**config.mk**
```make
export PLATFORM = sky130hd
export DESIGN_NAME = mem2_ram
export DESIGN_NICKNAME = d
export VERILOG_FILES = /design/src/rtl/mem2_pkg.sv /design/src/rtl/mem2_storage.sv /design/src/rtl/mem2_ram.sv
export SDC_FILE = /design/constraint.sdc
export NUM_CORES = 1
export LEC_CHECK = 0
export CAP_MARGIN = 20
export CORE_MARGIN = 2
export CORE_UTILIZATION = 52
export DETAILED_ROUTE_END_ITERATION = 16
export PLACE_DENSITY_LB_ADDON = 0.15
export SLEW_MARGIN = 20
export SYNTH_ARGS = -nofsm -noshare
export SYNTH_HDL_FRONTEND = slang
export SYNTH_SLANG_ARGS = --single-unit
```
**constraint.sdc**
```tcl
create_clock -name clk -period 1.44 [get_ports clk]
set_clock_uncertainty 0.05 [all_clocks]
set_input_delay 0.432 -clock clk [delete_from_list [all_inputs] [get_ports clk]]
set_output_delay 0.432 -clock clk [all_outputs]
set_load 0.02 [all_outputs]
```
**src/rtl/mem2_pkg.sv**
```systemverilog
// Shared constants and types for the mem2 scratch RAM.
// Default geometry is 64 words of 8 bits, but only a 4-bit address, so words 0..15 are reachable.
package mem2_pkg;

    localparam int MEM2_DATA_WIDTH = 8;
    localparam int MEM2_MEM_SIZE   = 64;
    localparam int MEM2_ADDR_WIDTH = 4;

    typedef logic [MEM2_DATA_WIDTH-1:0] mem2_data_t;
    typedef logic [MEM2_ADDR_WIDTH-1:0] mem2_addr_t;

    // Index width of an array of 'size' words; a single-word array still needs one bit.
    function automatic int mem2_idx_width(input int size);
        return (size > 1) ? $clog2(size) : 1;
    endfunction

endpackage

```
**src/rtl/mem2_storage.sv**
```systemverilog
// Bare storage array for mem2_ram.
// Synchronous write port, combinational read index; range checking is done by the caller.
module mem2_storage #(
    parameter int DATA_WIDTH = 8,
    parameter int MEM_SIZE   = 64,
    parameter int IDX_W      = 6
) (
    input  logic                  clk,
    input  logic                  wr_en_i,
    input  logic [IDX_W-1:0]      wr_idx_i,
    input  logic [DATA_WIDTH-1:0] wr_data_i,
    input  logic [IDX_W-1:0]      rd_idx_i,
    output logic [DATA_WIDTH-1:0] rd_data_o
);

    logic [DATA_WIDTH-1:0] mem_q [MEM_SIZE];

    // NOTE: the array has no reset so it can map onto RAM macros; contents survive rst.
    always_ff @(posedge clk) begin
        if (wr_en_i) begin
            mem_q[wr_idx_i] <= wr_data_i;
        end
    end

    assign rd_data_o = mem_q[rd_idx_i];

endmodule

```
**src/rtl/mem2_ram.sv**
```systemverilog
// Simple-dual-port RAM with a registered, asynchronously reset read port.
// Define MEM2_WRITE_FIRST_EN to forward same-address write data to the read port (write-first).
module mem2_ram
    import mem2_pkg::*;
#(
    parameter int DATA_WIDTH = MEM2_DATA_WIDTH,
    parameter int MEM_SIZE   = MEM2_MEM_SIZE,
    parameter int ADDR_WIDTH = MEM2_ADDR_WIDTH
) (
    input  logic                  clk,
    input  logic                  rst,
    input  logic                  write_en,
    input  logic [ADDR_WIDTH-1:0] write_address,
    input  logic [DATA_WIDTH-1:0] data_in,
    input  logic                  read_en,
    input  logic [ADDR_WIDTH-1:0] read_address,
    output logic [DATA_WIDTH-1:0] data_out
);

    localparam int IDX_W = mem2_idx_width(MEM_SIZE);

    logic                  wr_in_range;
    logic                  rd_in_range;
    logic                  wr_en_eff;
    logic [IDX_W-1:0]      wr_idx;
    logic [IDX_W-1:0]      rd_idx;
    logic [DATA_WIDTH-1:0] rd_data;
    logic                  fwd;
    logic [DATA_WIDTH-1:0] data_out_d;
    logic [DATA_WIDTH-1:0] data_out_q;

    assign wr_in_range = (32'(write_address) < 32'(MEM_SIZE));
    assign rd_in_range = (32'(read_address)  < 32'(MEM_SIZE));
    assign wr_idx      = IDX_W'(write_address);
    assign rd_idx      = IDX_W'(read_address);

    // The array has no reset of its own, so writes must be blocked explicitly while rst is high.
    assign wr_en_eff = write_en & wr_in_range & ~rst;

    mem2_storage #(
        .DATA_WIDTH (DATA_WIDTH),
        .MEM_SIZE   (MEM_SIZE),
        .IDX_W      (IDX_W)
    ) u_storage (
        .clk       (clk),
        .wr_en_i   (wr_en_eff),
        .wr_idx_i  (wr_idx),
        .wr_data_i (data_in),
        .rd_idx_i  (rd_idx),
        .rd_data_o (rd_data)
    );

`ifdef MEM2_WRITE_FIRST_EN
    assign fwd = write_en & wr_in_range & (write_address == read_address);
`else
    assign fwd = 1'b0;
`endif

    always_comb begin
        data_out_d = '0;
        if (rd_in_range) begin
            data_out_d = fwd ? data_in : rd_data;
        end
    end

    // NOTE: state registers use non-blocking assignments so every flop samples pre-edge values.
    always_ff @(posedge clk or posedge rst) begin
        if (rst) begin
            data_out_q <= '0;
        end else if (read_en) begin
            data_out_q <= data_out_d;
        end
    end

    assign data_out = data_out_q;

endmodule

```
==> results of run 1 <==
==> layout by cell type, fill, tap and decap left out, types with 9 or more instances in the layout <==
cell	count
mux4_2	29
buf_12	23
clkdlybuf4s50_1	12
nor2_4	9
edfxtp_1	128
clkbuf_16	16
buf_4	37
==> worst paths after layout <==
check / start / endpoint / cells after the start
setup / recovery: data_out[5]$_DFFE_PP0P_ / data_out[5] / 1
hold / removal: write_address[0] / u_storage.mem_q[4][6]$_DFFE_PP_ / 3
setup reg to reg: u_storage.mem_q[13][1]$_DFFE_PP_ / data_out[1]$_DFFE_PP0P_ / 3
hold reg to reg: data_out[4]$_DFFE_PP0P_ / data_out[4]$_DFFE_PP0P_ / 2
max in group asynchronous: rst / data_out[0]$_DFFE_PP0P_ / 4
min in group asynchronous: rst / data_out[5]$_DFFE_PP0P_ / 4
==> tightest hold or removal path, delay by kind of cell <==
kind,cells,cell delay (ns)
AND/OR/NAND/NOR,2,0.28
buffers and inverters,1,0.10
==> what timing repair did <==
action / in CTS / in global routing
pin swaps: 3 / 3
resized for setup: 56 / 12
hold buffers: 0 / 1
endpoints found under the hold margin: 0 / 8
setup endpoints to repair: 72 / 45
setup buffers: 5 / 2
==> state kept, by name, summed over array words and instances, names as in the netlist <==
signal and cells:
u_storage.mem_q 128, data_out 8
==> power groups by stage <==
stage / Combinational, mW / Sequential, mW / Clock (mW)
after floorplan: 0.317 / 4.54 / 0
after global placement: 0.691 / 4.51 / 0
after detailed placement: 0.703 / 4.51 / 0
after CTS: 0.732 / 4.44 / 4.75
after global routing: 0.787 / 4.45 / 4.91
final: 0.740 / 4.44 / 4.71
==> layout make-up <==
cell class | instances | area (µm²)
clock buffers | 18 | 418
inverters | 1 | 7.51
fillers | 580 | 2650
multi-input cells | 90 | 1340
flip-flops and latches | 136 | 4040
well taps | 133 | 166
repair buffers | 88 | 1010
clock inverters | 14 | 229
==> logic make-up after synthesis <==
family	share of synthesized area, %
AO/OA/AOI/OAI	3.30
buffers and inverters	2.48
flip-flops	75.7
multiplexers	15.4
AND/OR/NAND/NOR	3.07
==> per-layer routing <==
metal  up-vias  GRT usage, %
met1      1447          31.1
li1       1210             -
met4         0          6.86
met3         8          6.25
met5         -             0
met2        81          34.7
==> stage by stage <==
step / instance area (µm²) / hold slack [ns] / TNS, ns / util, %
after floorplan: 5510 / 0.171 / -24.29 / -
after global placement: 6460 / 0.525 / -75.69 / 65.5
after detailed placement: 6460 / 0.531 / -78.81 / 65.5
after CTS: 7180 / 0.0560 / -0.962 / 72.7
after global routing: 7210 / 0.422 / -1.14 / 73.1
final: 7210 / 0.418 / -0.802 / 73.1
==> reports/qor.txt, run 1 <==
======================================================================================================
Outcome ................................................................................. complete, but fails checks
Violated checks ......................................................................... negative setup slack
Crit-path max FO ........................................................................            2
Register-to-Register Setup Slack ........................................................      0.05 ns
Critical path, cell by cell .............................................................        buf_6
Number of buffers and inverters on the critical path ....................................            1
Final hold violations ...................................................................            0
Static Leakage ..........................................................................      2.43 nW
Combinational share of power ............................................................         7.5%
Power density over cell area ............................................................  1370 mW/mm²
Minimum setup slack in the final design .................................................    -0.130 ns
Routed length on met1 ...................................................................      4860 µm
Slew @ Worst Pin ........................................................................     0.480 ns
Area of the core ........................................................................  0.00986 mm²
Clock net sink count ....................................................................          136
Cell at the slowest stage of the critical path ..........................................      dfrtp_1
Most frequent cells after synthesis ..................................................... edfxtp_1 (128), mux4_2 (26), nor2_1 (20)
Library cell with the largest summed area after synthesis ...............................     edfxtp_1
TritonCTS clock tree ....................................................................          yes
Routed len/inst .........................................................................      23.4 µm
Vert. Die Dim ...........................................................................       105 µm
Diode count .............................................................................            0
ANT nets after route ....................................................................            0
Int Power ...............................................................................      7.93 mW
Pin count of the biggest net entering global routing ....................................           17
Final Max Tran Viols ....................................................................            0
Worst rel slew slack ....................................................................        68.0%
Worst hold path type .................................................................... primary input to flop
Root buffer cell ........................................................................     clkbuf_8
Final worst-path cycle share ............................................................         109%
Total of flip-flops plus latches after synthesis ........................................          136
Number of clock buffers inserted by TritonCTS ...........................................           17
First-pass iteration count of the detailed router .......................................            4
Area of the mapped netlist ..............................................................  0.00534 mm²
Total power of the final layout .........................................................      9.89 mW
Via count of the first global-routing pass ..............................................         2967
Top-count cell post-synth ...............................................................     edfxtp_1
DR vias .................................................................................         2746
Routed met2 length ......................................................................      5740 µm
Top routing layer used ..................................................................         met4
Fraction of power consumed by the clock network .........................................        47.6%
Total Wirelength ........................................................................     11200 µm
Overall fraction of global-route tracks in use ..........................................        22.3%
DRC violation count after routing .......................................................            0
Max IR drop VDD .........................................................................     0.761 mV
Sequential area share after synthesis ...................................................        75.7%
Share of synthesized registers carrying an async set or reset ...........................        5.88%
Synthesized area divided by synthesized cell count ......................................     22.2 µm²
Post-route minimum period ...............................................................      1.57 ns
Metal3 WL ...............................................................................       539 µm
Number of flops mapped to enable cells by yosys .........................................          128
Final RePlAce weighted congestion .......................................................        0.721
Clock transition at the register clock pins on the worst setup and hold paths after CTS .      0.06 ns
Main flop type after synthesis ..........................................................     edfxtp_1
Max capacitance violation total .........................................................            0
Number of antenna violations at the first check in global routing .......................            0
Wire length of the first global-routing pass ............................................     17500 µm
Maximum cell stage delay along the critical path ........................................      0.42 ns
Max Fclk ................................................................................      637 MHz
Post-synth cell types ...................................................................           23
Clock insertion delay at the later pin of the skew report ...............................      0.52 ns
CTS H-tree depth ........................................................................            4
Post-Place Setup Slack ..................................................................    -0.796 ns
Rows ....................................................................................           36
Finished Layout Cells ...................................................................          480
Placed wire-length estimate .............................................................      7170 µm
IO Count ................................................................................           28
Data required time of the worst path ....................................................      0.96 ns
Sequential cell fraction of total power .................................................        44.9%
Yosys warning count .....................................................................            0
Growth of design area from synthesis to finish ..........................................        35.1%
DRT iter0 DRCs ..........................................................................          256
Chip width ..............................................................................       105 µm
Number of port buffers ..................................................................           27
Effective utilization at floorplan ......................................................        54.1%
Number of buffers on the longest clock path .............................................            2
Share of cells above drive strength 1 ...................................................        49.6%
Net count after synthesis ...............................................................          261
Arrival time of data at the critical path endpoint ......................................      1.09 ns
Top cell family by delay on the critical path ...........................................   flip-flops
Number of instances in the synthesized netlist ..........................................          241
Proportion of netlist area held by the largest area contributor .........................        72.0%
Endpoint class of the critical path .....................................................   output pin
Number of vias per cell .................................................................         5.72
Sw power ................................................................................      1.96 mW
Setup violators final ...................................................................            8
Switching share of power ................................................................        19.9%
Remaining global-route overflow .........................................................            0
Most area-consuming cells after synthesis ............................................... edfxtp_1 (72%), mux4_2 (11%), dfrtp_1 (3.7%)
Floorplan die area ......................................................................   0.0111 mm²
Setup repair after global routing missed its margin .....................................         true
Worst Setup Path Type ................................................................... flop to output pin
CP Launch Type ..........................................................................         flop
Placed instance count ...................................................................          440
Number of nets in the layout ............................................................          354
======================================================================================================
No activity file was read; power rests on OpenSTA's default activity.
==> run 2, diff against run 1 <==
--- a/config.mk
+++ b/config.mk
@@ -8,6 +8,7 @@
 export CAP_MARGIN = 20
 export CORE_MARGIN = 2
 export CORE_UTILIZATION = 52
+export CTS_CLUSTER_SIZE = 20
 export DETAILED_ROUTE_END_ITERATION = 16
 export PLACE_DENSITY_LB_ADDON = 0.15
 export SLEW_MARGIN = 20
==> results of run 2 <==
No change in the layout: final DEF, timing and power equal those of run 1.
==> run 3, diff against run 2 <==
--- a/config.mk
+++ b/config.mk
@@ -6,7 +6,6 @@
 export NUM_CORES = 1
 export LEC_CHECK = 0
 export CAP_MARGIN = 20
-export CORE_MARGIN = 2
 export CORE_UTILIZATION = 52
 export CTS_CLUSTER_SIZE = 20
 export DETAILED_ROUTE_END_ITERATION = 16
==> run 3 against run 2 <==
  * The flow still finishes with violations (negative setup slack)
  * Sequential share of layout area up 0.64 points
  * Count of clock-buffer cells in the layout down 1
  * Sequential power about the same
  * Cell area down 1.1%
  * Final cell count down 0.42%
  * Total power down 4.5%
  * Maximum frequency about the same
  * Clock power down 9.6%
  * Global-route usage up 0.81 points
  * Critical endpoint unchanged
  * Largest cell class unchanged
  * Highest routed layer unchanged
==> reports/qor.txt, run 3 (same netlist as run 1, synthesis figures left out) <==
======================================================================================================
Max Fclk ................................................................................      638 MHz   about the same
DRC violation count after routing .......................................................            0   unchanged
Effective utilization at floorplan ......................................................        54.1%   unchanged
Placed instance count ...................................................................          440   unchanged
Number of nets in the layout ............................................................          352   -0.56%
Arrival time of data at the critical path endpoint ......................................      1.09 ns   about the same
Growth of design area from synthesis to finish ..........................................        33.5%
Worst setup path startpoint ............................................................. data_out[5]$_DFFE_PP0P_
Total power of the final layout .........................................................      9.45 mW   -4.5%
Max IR drop VDD .........................................................................     0.637 mV   -16%
TritonCTS clock tree ....................................................................          yes
Root buffer cell ........................................................................     clkbuf_8
DR vias .................................................................................         2722   -0.87%
Area of the core ........................................................................  0.00986 mm²   unchanged
Routed len/inst .........................................................................      23.1 µm   -1.6%
Worst reg2reg path startpoint ........................................................... u_storage.mem_q[14][5]$_DFFE_PP_
Placed wire-length estimate .............................................................      6860 µm   -4.4%
Worst hold path type .................................................................... primary input to asynchronous set/reset pin
Diode count .............................................................................            0   unchanged
Clock net sink count ....................................................................          136   unchanged
Final Max Tran Viols ....................................................................            0   unchanged
Remaining global-route overflow .........................................................            0   unchanged
Final worst-path cycle share ............................................................         109%   about the same
Clock transition at the register clock pins on the worst setup and hold paths after CTS .      0.06 ns   about the same
Chip width ..............................................................................       103 µm   -1.9%
Finished Layout Cells ...................................................................          478   -0.42%
Most common cell after layout, fill and taps aside ......................................     edfxtp_1
Outcome ................................................................................. complete, but fails checks
CP Launch Type ..........................................................................         flop
Critical path, cell by cell .............................................................        buf_6
Number of clock buffers inserted by TritonCTS ...........................................           17   unchanged
Post-route minimum period ...............................................................      1.57 ns   -0.00137 ns
Pin count of the biggest net entering global routing ....................................           17   unchanged
Most frequent cells in the layout ....................................................... edfxtp_1 (128), buf_4 (38), mux4_2 (28)
Minimum setup slack in the final design .................................................    -0.129 ns   +0.00137 ns
Slew @ Worst Pin ........................................................................     0.571 ns   +0.0911 ns
ANT nets after route ....................................................................            0   unchanged
Number of buffers on the longest clock path .............................................            2   unchanged
Wire length of the first global-routing pass ............................................     16300 µm   -6.5%
Maximum cell stage delay along the critical path ........................................      0.42 ns   about the same
IO Count ................................................................................           28   unchanged
Setup violators final ...................................................................            8   unchanged
First-pass iteration count of the detailed router .......................................            4   unchanged
Floorplan die area ......................................................................   0.0107 mm²   -3.8%
Number of port buffers ..................................................................           27   unchanged
Crit-path max FO ........................................................................            2   unchanged
Multi-input logic area ..................................................................  0.00135 mm²   +0.93%
DRT iter0 DRCs ..........................................................................          218   -15%
Total Wirelength ........................................................................     11000 µm   -2.0%
Number of buffers and inverters on the critical path ....................................            1   unchanged
Max capacitance violation total .........................................................            0   unchanged
Endpoint class of the critical path .....................................................   output pin
Setup repair after global routing missed its margin .....................................         true
Worst rel slew slack ....................................................................        61.9%   -6.1 points
Overall fraction of global-route tracks in use ..........................................        23.1%   +0.81 points
Violated checks ......................................................................... negative setup slack
Top register by number of flip-flops .................................................... u_storage.mem_q
Top cell family by delay on the critical path ...........................................   flip-flops
Rows ....................................................................................           36   unchanged
Number of antenna violations at the first check in global routing .......................            0   unchanged
Number of vias per cell .................................................................         5.69   -0.46%
Final RePlAce weighted congestion .......................................................        0.697   -3.3%
Max FFs per register ....................................................................          128   unchanged
Static Leakage ..........................................................................      2.39 nW   -1.7%
Final hold violations ...................................................................            0   unchanged
Worst hold slack ........................................................................    0.0941 ns   -0.324 ns
Number of buffers added to fix hold violations after cts ................................            0   unchanged
Data required time of the worst path ....................................................      0.96 ns   about the same
CTS H-tree depth ........................................................................            4   unchanged
Via count of the first global-routing pass ..............................................         2777   -6.4%
Area taken by flip-flops and latches ....................................................  0.00404 mm²   unchanged
Share of cells above drive strength 1 ...................................................        49.3%   -0.29 points
Vert. Die Dim ...........................................................................       103 µm   -1.9%
Power density over cell area ............................................................  1320 mW/mm²   -3.4%
Worst Setup Path Type ................................................................... flop to output pin
Clock insertion delay at the later pin of the skew report ...............................      0.52 ns   about the same
Fill cell count .........................................................................          577   -0.52%
Cell at the slowest stage of the critical path ..........................................      dfrtp_1
======================================================================================================
run 3: cell count changes in the layout (fill, tap and decap cells not counted), moves of 2 or more:
cell       before  now
bufinv_16       6    3
buf_12         23   21
clkinv_4        0    2
inv_6           0    2
run 3: through the flow:
stage / TNS [ns] / cell area, µm² / util, % / setup slack [ns]
5_1_grt: -1.12 / 7130 / 72.3 / -0.158
4_1_cts: -1.01 / 7110 / 72.1 / -0.159
3_3_place_gp: -78.41 / 6450 / 65.4 / -0.766
3_5_place_dp: -80.61 / 6450 / 65.4 / -0.800
2_1_floorplan: -24.29 / 5510 / - / -0.335
6_report: -0.803 / 7130 / 72.3 / -0.129
run 3: repair_timing:
action | in CTS | in global routing
gates resized for setup | 59 | 8
buffers inserted | 5 | 1
endpoints found under the hold margin | 0 | 0
endpoints found under the setup margin | 80 | 42
pin swaps | 2 | 4
run 3: routing by layer:
layer	vias to the layer above	track usage [%]	part of all wire, %
met3	13	5.65	5.4
met5	-	0	0
met2	93	35.7	50
met1	1415	32.2	44
li1	1201	-	-
met4	0	8.99	1.3
run 3: worst paths after layout:
path,end,slack [ns],cells past startpoint
worst max-delay path,data_out[5],-0.13,1
worst min-delay path,data_out[3]$_DFFE_PP0P_,0.09,4
worst max register to register,data_out[5]$_DFFE_PP0P_,0.03,3
worst min register to register,data_out[7]$_DFFE_PP0P_,0.59,2
max in group asynchronous,data_out[0]$_DFFE_PP0P_,1.10,4
min in group clk,u_storage.mem_q[4][3]$_DFFE_PP_,0.42,3
run 3: layout make-up:
type | count | area share (%)
Clock inverter | 15 | 2.47
Multi-Input combinational cell | 90 | 19.0
Tap cell | 133 | 2.33
Sequential cell | 136 | 56.7
Inverter | 1 | 0.105
Clock buffer | 17 | 5.81
Timing Repair Buffer | 86 | 13.6
run 3: power breakdown:
part           switching, mW  total (mW)  internal, mW
registers             0.0392        4.44          4.40
logic                  0.358       0.744         0.385
clock network           1.63        4.26          2.64
total                   2.03        9.45          7.42
run 3: worst register-to-register path, stage by stage (launching register included):
cell and delay (ns):
edfxtp_1 0.38, mux4_2 0.49, o22ai_2 0.23, a221oi_2 0.10
